--- src/rtl/uart_defs_pkg.sv ---
// ---------------------------------------------------------------------------
// uart_defs
//   Shared definitions for the UART TX arbitration path.
//   - ArbState_t : arbiter FSM states (idle / grant held / inter-owner gap)
//   - ARB_MAX_REQ: largest requester count the arbiter supports
// ---------------------------------------------------------------------------
package uart_defs;

  localparam int ARB_MAX_REQ = 8;

  typedef enum logic [1:0] {
    ARB_IDLE  = 2'd0,
    ARB_GRANT = 2'd1,
    ARB_GAP   = 2'd2
  } ArbState_t;

endpackage : uart_defs

--- src/rtl/uart_rr_picker.sv ---
// ---------------------------------------------------------------------------
// uart_rr_picker
//   Combinational round-robin picker: returns the first requesting index at
//   or after i_ptr, wrapping modulo NUM_REQ.
//   Ports:
//     i_req     [NUM_REQ]  request vector
//     i_ptr     [IDX_W]    starting (highest priority) index, < NUM_REQ
//     o_winner  [IDX_W]    selected index (i_ptr when nothing requests)
//     o_any_req            at least one request is active
// ---------------------------------------------------------------------------
module uart_rr_picker
  import uart_defs::*;
#(
  parameter int NUM_REQ = 4,
  localparam int IDX_W  = $clog2(NUM_REQ)
) (
  input  logic [NUM_REQ-1:0] i_req,
  input  logic [IDX_W-1:0]   i_ptr,
  output logic [IDX_W-1:0]   o_winner,
  output logic               o_any_req
);

  // w_cand[k] is the requester index sitting k places after the pointer.
  logic [IDX_W-1:0]   w_cand [NUM_REQ];
  logic [NUM_REQ-1:0] w_cand_req;

  for (genvar gi = 0; gi < NUM_REQ; gi++) begin : g_cand
    logic [IDX_W:0] w_sum;
    // ptr < NUM_REQ and gi < NUM_REQ, so a single conditional subtract wraps.
    assign w_sum         = {1'b0, i_ptr} + (IDX_W+1)'(gi);
    assign w_cand[gi]    = (w_sum >= (IDX_W+1)'(NUM_REQ))
                         ? IDX_W'(w_sum - (IDX_W+1)'(NUM_REQ))
                         : w_sum[IDX_W-1:0];
    assign w_cand_req[gi] = i_req[w_cand[gi]];
  end

  // Scan from farthest to nearest so the nearest requester wins.
  always_comb begin
    o_winner = i_ptr;
    for (int k = NUM_REQ - 1; k >= 0; k--) begin
      if (w_cand_req[k]) begin
        o_winner = w_cand[k];
      end
    end
  end

  assign o_any_req = |i_req;

endmodule : uart_rr_picker

--- src/rtl/uart_tx_arbiter.sv ---
// ---------------------------------------------------------------------------
// uart_tx_arbiter
//   Round-robin, burst-granular arbiter sharing one UART TX byte interface
//   between NUM_REQ requesters. Traffic is gated by the flow controller's
//   TX enable; a one-cycle gap separates successive owners.
//   Ports:
//     tck, rst_n                 clock, asynchronous active-low reset
//     req_valid_i/last_i [N]     per-requester beat valid / end of burst
//     req_data_i [N*DATA_W]      requester i at [i*DATA_W +: DATA_W]
//     req_ready_o [N]            beat accepted by the owner
//     tx_valid_o/data_o          beat to UART TX, tx_ready_i accepts it
//     tx_enable_i                flow-controller TX enable
//     grant_id_o                 current (or last) grant owner
//     busy_o                     high outside ARB_IDLE
// ---------------------------------------------------------------------------
module uart_tx_arbiter
  import uart_defs::*;
#(
  parameter int NUM_REQ   = 4,
  parameter int DATA_W    = 8,
  parameter int MAX_BURST = 16
) (
  input  logic                       tck,
  input  logic                       rst_n,
  input  logic [NUM_REQ-1:0]         req_valid_i,
  input  logic [NUM_REQ*DATA_W-1:0]  req_data_i,
  input  logic [NUM_REQ-1:0]         req_last_i,
  output logic [NUM_REQ-1:0]         req_ready_o,
  output logic                       tx_valid_o,
  output logic [DATA_W-1:0]          tx_data_o,
  input  logic                       tx_ready_i,
  input  logic                       tx_enable_i,
  output logic [$clog2(NUM_REQ)-1:0] grant_id_o,
  output logic                       busy_o
);

  localparam int IDX_W = $clog2(NUM_REQ);
  localparam int CNT_W = $clog2(MAX_BURST + 1);

  ArbState_t        r_state,    w_state_next;
  logic [IDX_W-1:0] r_rr_ptr,   w_rr_ptr_next;
  logic [IDX_W-1:0] r_grant_id, w_grant_id_next;
  logic [CNT_W-1:0] r_beat_cnt, w_beat_cnt_next;

  logic [IDX_W-1:0]  w_pick_id;
  logic              w_any_req;
  logic [DATA_W-1:0] w_beat_data [NUM_REQ];
  logic [IDX_W-1:0]  w_rr_inc;
  logic [CNT_W-1:0]  w_cnt_inc;
  logic              w_xfer;

  uart_rr_picker #(
    .NUM_REQ (NUM_REQ)
  ) u_picker (
    .i_req     (req_valid_i),
    .i_ptr     (r_rr_ptr),
    .o_winner  (w_pick_id),
    .o_any_req (w_any_req)
  );

  for (genvar gi = 0; gi < NUM_REQ; gi++) begin : g_data
    assign w_beat_data[gi] = req_data_i[gi*DATA_W +: DATA_W];
  end

  // Zero-latency data path: the owner's slice goes straight to the UART.
  assign tx_data_o  = w_beat_data[r_grant_id];
  assign grant_id_o = r_grant_id;
  assign busy_o     = (r_state != ARB_IDLE);

  assign w_rr_inc  = (r_grant_id == IDX_W'(NUM_REQ - 1)) ? '0 : r_grant_id + IDX_W'(1);
  assign w_cnt_inc = r_beat_cnt + CNT_W'(1);

  always_ff @(posedge tck or negedge rst_n) begin
    if (!rst_n) begin
      r_state    <= ARB_IDLE;
      r_rr_ptr   <= '0;
      r_grant_id <= '0;
      r_beat_cnt <= '0;
    end else begin
      r_state    <= w_state_next;
      r_rr_ptr   <= w_rr_ptr_next;
      r_grant_id <= w_grant_id_next;
      r_beat_cnt <= w_beat_cnt_next;
    end
  end

  always_comb begin
    w_state_next    = r_state;
    w_rr_ptr_next   = r_rr_ptr;
    w_grant_id_next = r_grant_id;
    w_beat_cnt_next = r_beat_cnt;
    tx_valid_o      = 1'b0;
    req_ready_o     = '0;
    w_xfer          = 1'b0;

    case (r_state)
      ARB_IDLE: begin
        if (w_any_req) begin
          w_grant_id_next = w_pick_id;
          w_beat_cnt_next = '0;
          w_state_next    = ARB_GRANT;
        end
      end

      ARB_GRANT: begin
        // With enable low everything is frozen; the grant stays locked even
        // if the owner drops valid, until last or the burst limit.
        tx_valid_o              = req_valid_i[r_grant_id] & tx_enable_i;
        req_ready_o[r_grant_id] = tx_ready_i & tx_enable_i;
        w_xfer                  = req_valid_i[r_grant_id] & tx_enable_i & tx_ready_i;
        if (w_xfer) begin
          w_beat_cnt_next = w_cnt_inc;
          if (req_last_i[r_grant_id] || (w_cnt_inc == CNT_W'(MAX_BURST))) begin
            w_rr_ptr_next = w_rr_inc;
            w_state_next  = ARB_GAP;
          end
        end
      end

      ARB_GAP: begin
        // Idle cycle so the flow controller sees RTS drop between owners.
        w_state_next = ARB_IDLE;
      end

      default: begin
        w_state_next = ARB_IDLE;
      end
    endcase
  end

endmodule : uart_tx_arbiter

--- config.mk ---
export PLATFORM = sky130hd
export DESIGN_NAME = uart_tx_arbiter
export DESIGN_NICKNAME = d
export VERILOG_FILES = /design/src/rtl/uart_defs_pkg.sv /design/src/rtl/uart_rr_picker.sv /design/src/rtl/uart_tx_arbiter.sv
export SDC_FILE = /design/constraint.sdc
export NUM_CORES = 1
export LEC_CHECK = 0
export CAP_MARGIN = 10
export CORE_MARGIN = 2
export CORE_UTILIZATION = 36
export DETAILED_ROUTE_END_ITERATION = 12
export PLACE_DENSITY = 0.88
export SETUP_SLACK_MARGIN = 0.05
export SLEW_MARGIN = 10
export SYNTH_ARGS = -nofsm -noshare
export SYNTH_HDL_FRONTEND = slang
export SYNTH_HIERARCHICAL = 1
export SYNTH_SLANG_ARGS = --single-unit
--- constraint.sdc ---
create_clock -name tck -period 2.5 [get_ports tck]
set_clock_uncertainty 0.15 [all_clocks]
set_input_delay 0.75 -clock tck [delete_from_list [all_inputs] [get_ports tck]]
set_output_delay 0.75 -clock tck [all_outputs]
set_load 0.02 [all_outputs]
==> impl_metrics.env <==
export IMPL_grt_overflow_total=0
export IMPL_via_count=1021
export IMPL_row_count=18
export IMPL_power_density_nw_per_um2=893
export IMPL_syn_area_um2=960
export IMPL_synth_ff_latch_count=11
export IMPL_hpwl_um=2590
export IMPL_endpoint_kind="output port"
export IMPL_status="finished, violations left"
export IMPL_multi_input_area_um2=673
export IMPL_async_flop_share=1.00
export IMPL_wl_met3_um=146
export IMPL_critPathLaunchType="input port"
export IMPL_total_leakage_power_nw=0.812
export IMPL_ctsRootBufferMaster="clkbuf_4"
export IMPL_ir_drop_mv=0.648
export IMPL_fp_dieH_um=55.6
export IMPL_nets=213
export IMPL_clock_latency_ps=270
export IMPL_grt_pass1_wl_um=5040
export IMPL_path_common_cell="buf_6"
export IMPL_crit_slowest_cell="mux4_2"
export IMPL_worst_slew_pin_slew_ps=482
export IMPL_routed_wl_um=3070
export IMPL_cp_num_buf_inv=2
export IMPL_diodes=0
export IMPL_clkTransAtPathRegs_ps=60
export IMPL_cts_tree="built"
export IMPL_synthCells=88
export IMPL_fillerInstances=193
export IMPL_top_layer_used="met4"
export IMPL_hold_path_class="reg -> reg"
export IMPL_grt_pass1_vias=1094
export IMPL_critPathMaxFanout=2
export IMPL_dieArea_um2=3090
export IMPL_antenna_found_initial=0
export IMPL_worstPathCellList="buf_6, mux4_2, and4b_1, buf_6"
export IMPL_violations="negative setup slack"
export IMPL_power_mw=1.52
export IMPL_cts_htree_levels=1
export IMPL_max_clock_path_buffers=2
export IMPL_cp_arrival_ps=1680
export IMPL_worstPathRequired_ps=1600
export IMPL_grt_max_degree=12
export IMPL_fin_crit_ps=2580
export IMPL_io_buffers=59
export IMPL_syn_to_final_growth_pct=77.2
export IMPL_die_x_um=55.6
export IMPL_wl_met2_um=1760
export IMPL_rsz0062_at_grt="true"
export IMPL_drive_above_1_share=0.466
export IMPL_met1_length_um=1080
export IMPL_setup_viol=1
export IMPL_syn_mean_instance_area_um2=10.9
export IMPL_start_util=0.384
export IMPL_synth_edf_count=0
export IMPL_ant_nets=0
export IMPL_synth_flop_cell="dfrtp_1"
export IMPL_syn_num_nets=137
export IMPL_dr_pass1_iters=4
export IMPL_post_route_period_util=1.03
export IMPL_slew_headroom=0.678
export IMPL_max_stage_delay_ps=490
export IMPL_final_seq_area_um2=277
export IMPL_place_inst=187
export IMPL_final_max_slew_viol_count=0
export IMPL_synth_cell_types=32
export IMPL_place_ws_ps=-834
export IMPL_criticalPathCategory="in -> out"
export IMPL_hold_ws_ps=409
export IMPL_maxCapViolCount=0
export IMPL_drt_iter0_markers=16
export IMPL_hold_viol=0
export IMPL_tns_ps=-78.4
export IMPL_avgViaCountPerCell=5.29
export IMPL_seq_area_frac_synth=0.287
export IMPL_drc=0
export IMPL_cpLargestDelayFamily="multiplexers"
export IMPL_cts_buffers=3
export IMPL_synth_warnings=6
export IMPL_io_pins=60
export IMPL_gp_congestion=0.798
export IMPL_instances_no_fill=193
export IMPL_placed_area_um2=1670
export IMPL_setup_slack_ps=-78.4
export IMPL_utilization=0.680
export IMPL_fmax_ghz=0.388
export IMPL_core_area_um2=2500
export IMPL_final_cell_area_um2=1700
export IMPL_grt_use_total=0.208
export IMPL_routedWlPerCell_um=15.9
export IMPL_cts_sinks=11
==> placed cells by master (no fill, tap or decap), types with 3 or more instances in the layout <==
master	Yosys	routed
buf_4	0	12
o21ai_0	6	6
clkbuf_2	0	9
clkdlybuf4s50_1	0	8
buf_6	0	18
nand3_1	3	3
and2_4	1	5
buf_2	1	3
clkdlybuf4s15_1	0	22
nor2_1	4	3
ha_1	5	4
mux4_2	10	10
nand2_1	12	12
inv_1	5	5
clkbuf_4	0	3
dfrtp_1	11	10
==> cell type report <==
type / count / area share
Multi-Input combinational cell: 70 / 0.396
Clock buffer: 4 / 0.0155
Inverter: 5 / 0.0110
Sequential cell: 11 / 0.163
Timing Repair Buffer: 73 / 0.393
Tap cell: 30 / 0.0221
==> state kept, by name, summed over array words and instances, names as in the netlist <==
register	flops
r_state	2
r_rr_ptr	2
grant_id_o	2
r_beat_cnt	5
==> cell families after synthesis <==
kind of cell,after synthesis,share of synthesized area
AND/OR/NAND/NOR,35,0.205
multiplexers,15,0.300
AO/OA/AOI/OAI,13,0.0965
flip-flops,11,0.287
buffers and inverters,7,0.0287
adder cells (fa/ha/maj),5,0.0652
XOR/XNOR,2,0.0183
==> path summary, 6_finish.rpt <==
path | start | endpoint | slack [ps] | cells past startpoint
worst max register to register | grant_id_o[0]$_DFFE_PN0P_ | r_rr_ptr[1]$_DFFE_PN0P_ | 410 | 6
worst min-delay path | r_beat_cnt[2]$_DFFE_PN0P_ | r_beat_cnt[2]$_DFFE_PN0P_ | 410 | 1
worst max-delay path | req_valid_i[3] | tx_valid_o | -80 | 4
worst min register to register | r_beat_cnt[2]$_DFFE_PN0P_ | r_beat_cnt[2]$_DFFE_PN0P_ | 410 | 1
min in group asynchronous | rst_n | r_beat_cnt[4]$_DFFE_PN0P_ | 650 | 1
max in group asynchronous | rst_n | grant_id_o[0]$_DFFE_PN0P_ | 1190 | 1
==> power by group <==
| part | internal (mW) | switching [mW] | leakage [nW] |
|---|---|---|---|
| Sequential | 0.235 | 0.0730 | 0.140 |
| Combinational | 0.614 | 0.474 | 0.656 |
| Clock | 0.0619 | 0.0601 | 0.0150 |
| Total | 0.911 | 0.607 | 0.812 |
==> metal layers <==
metal | vias to the layer above | track usage
li1 | 479 | -
met1 | 495 | 0.215
met2 | 37 | 0.410
met3 | 10 | 0.0535
met4 | 0 | 0.0488
met5 | - | 0
==> repair_timing <==
item	CTS	global route
buffers inserted	1	1
endpoints found under the hold margin	0	0
hold buffers	0	0
pin swaps	6	2
endpoints found under the setup margin	13	14
resized for setup	171	18
==> cell usage after synthesis (2+ instances only) <==
library cell	count	share of area
nand3_1	3	0.016
and2_1	4	0.026
dfrtp_1	11	0.29
and2b_2	2	0.018
mux2_2	2	0.023
inv_1	5	0.020
ha_1	5	0.065
mux2_4	2	0.031
xor2_1	2	0.018
nand2_1	12	0.047
and4b_1	2	0.021
o21ai_0	6	0.031
nor2_1	4	0.016
mux4_2	10	0.23
No activity file was read; power rests on OpenSTA's default activity.
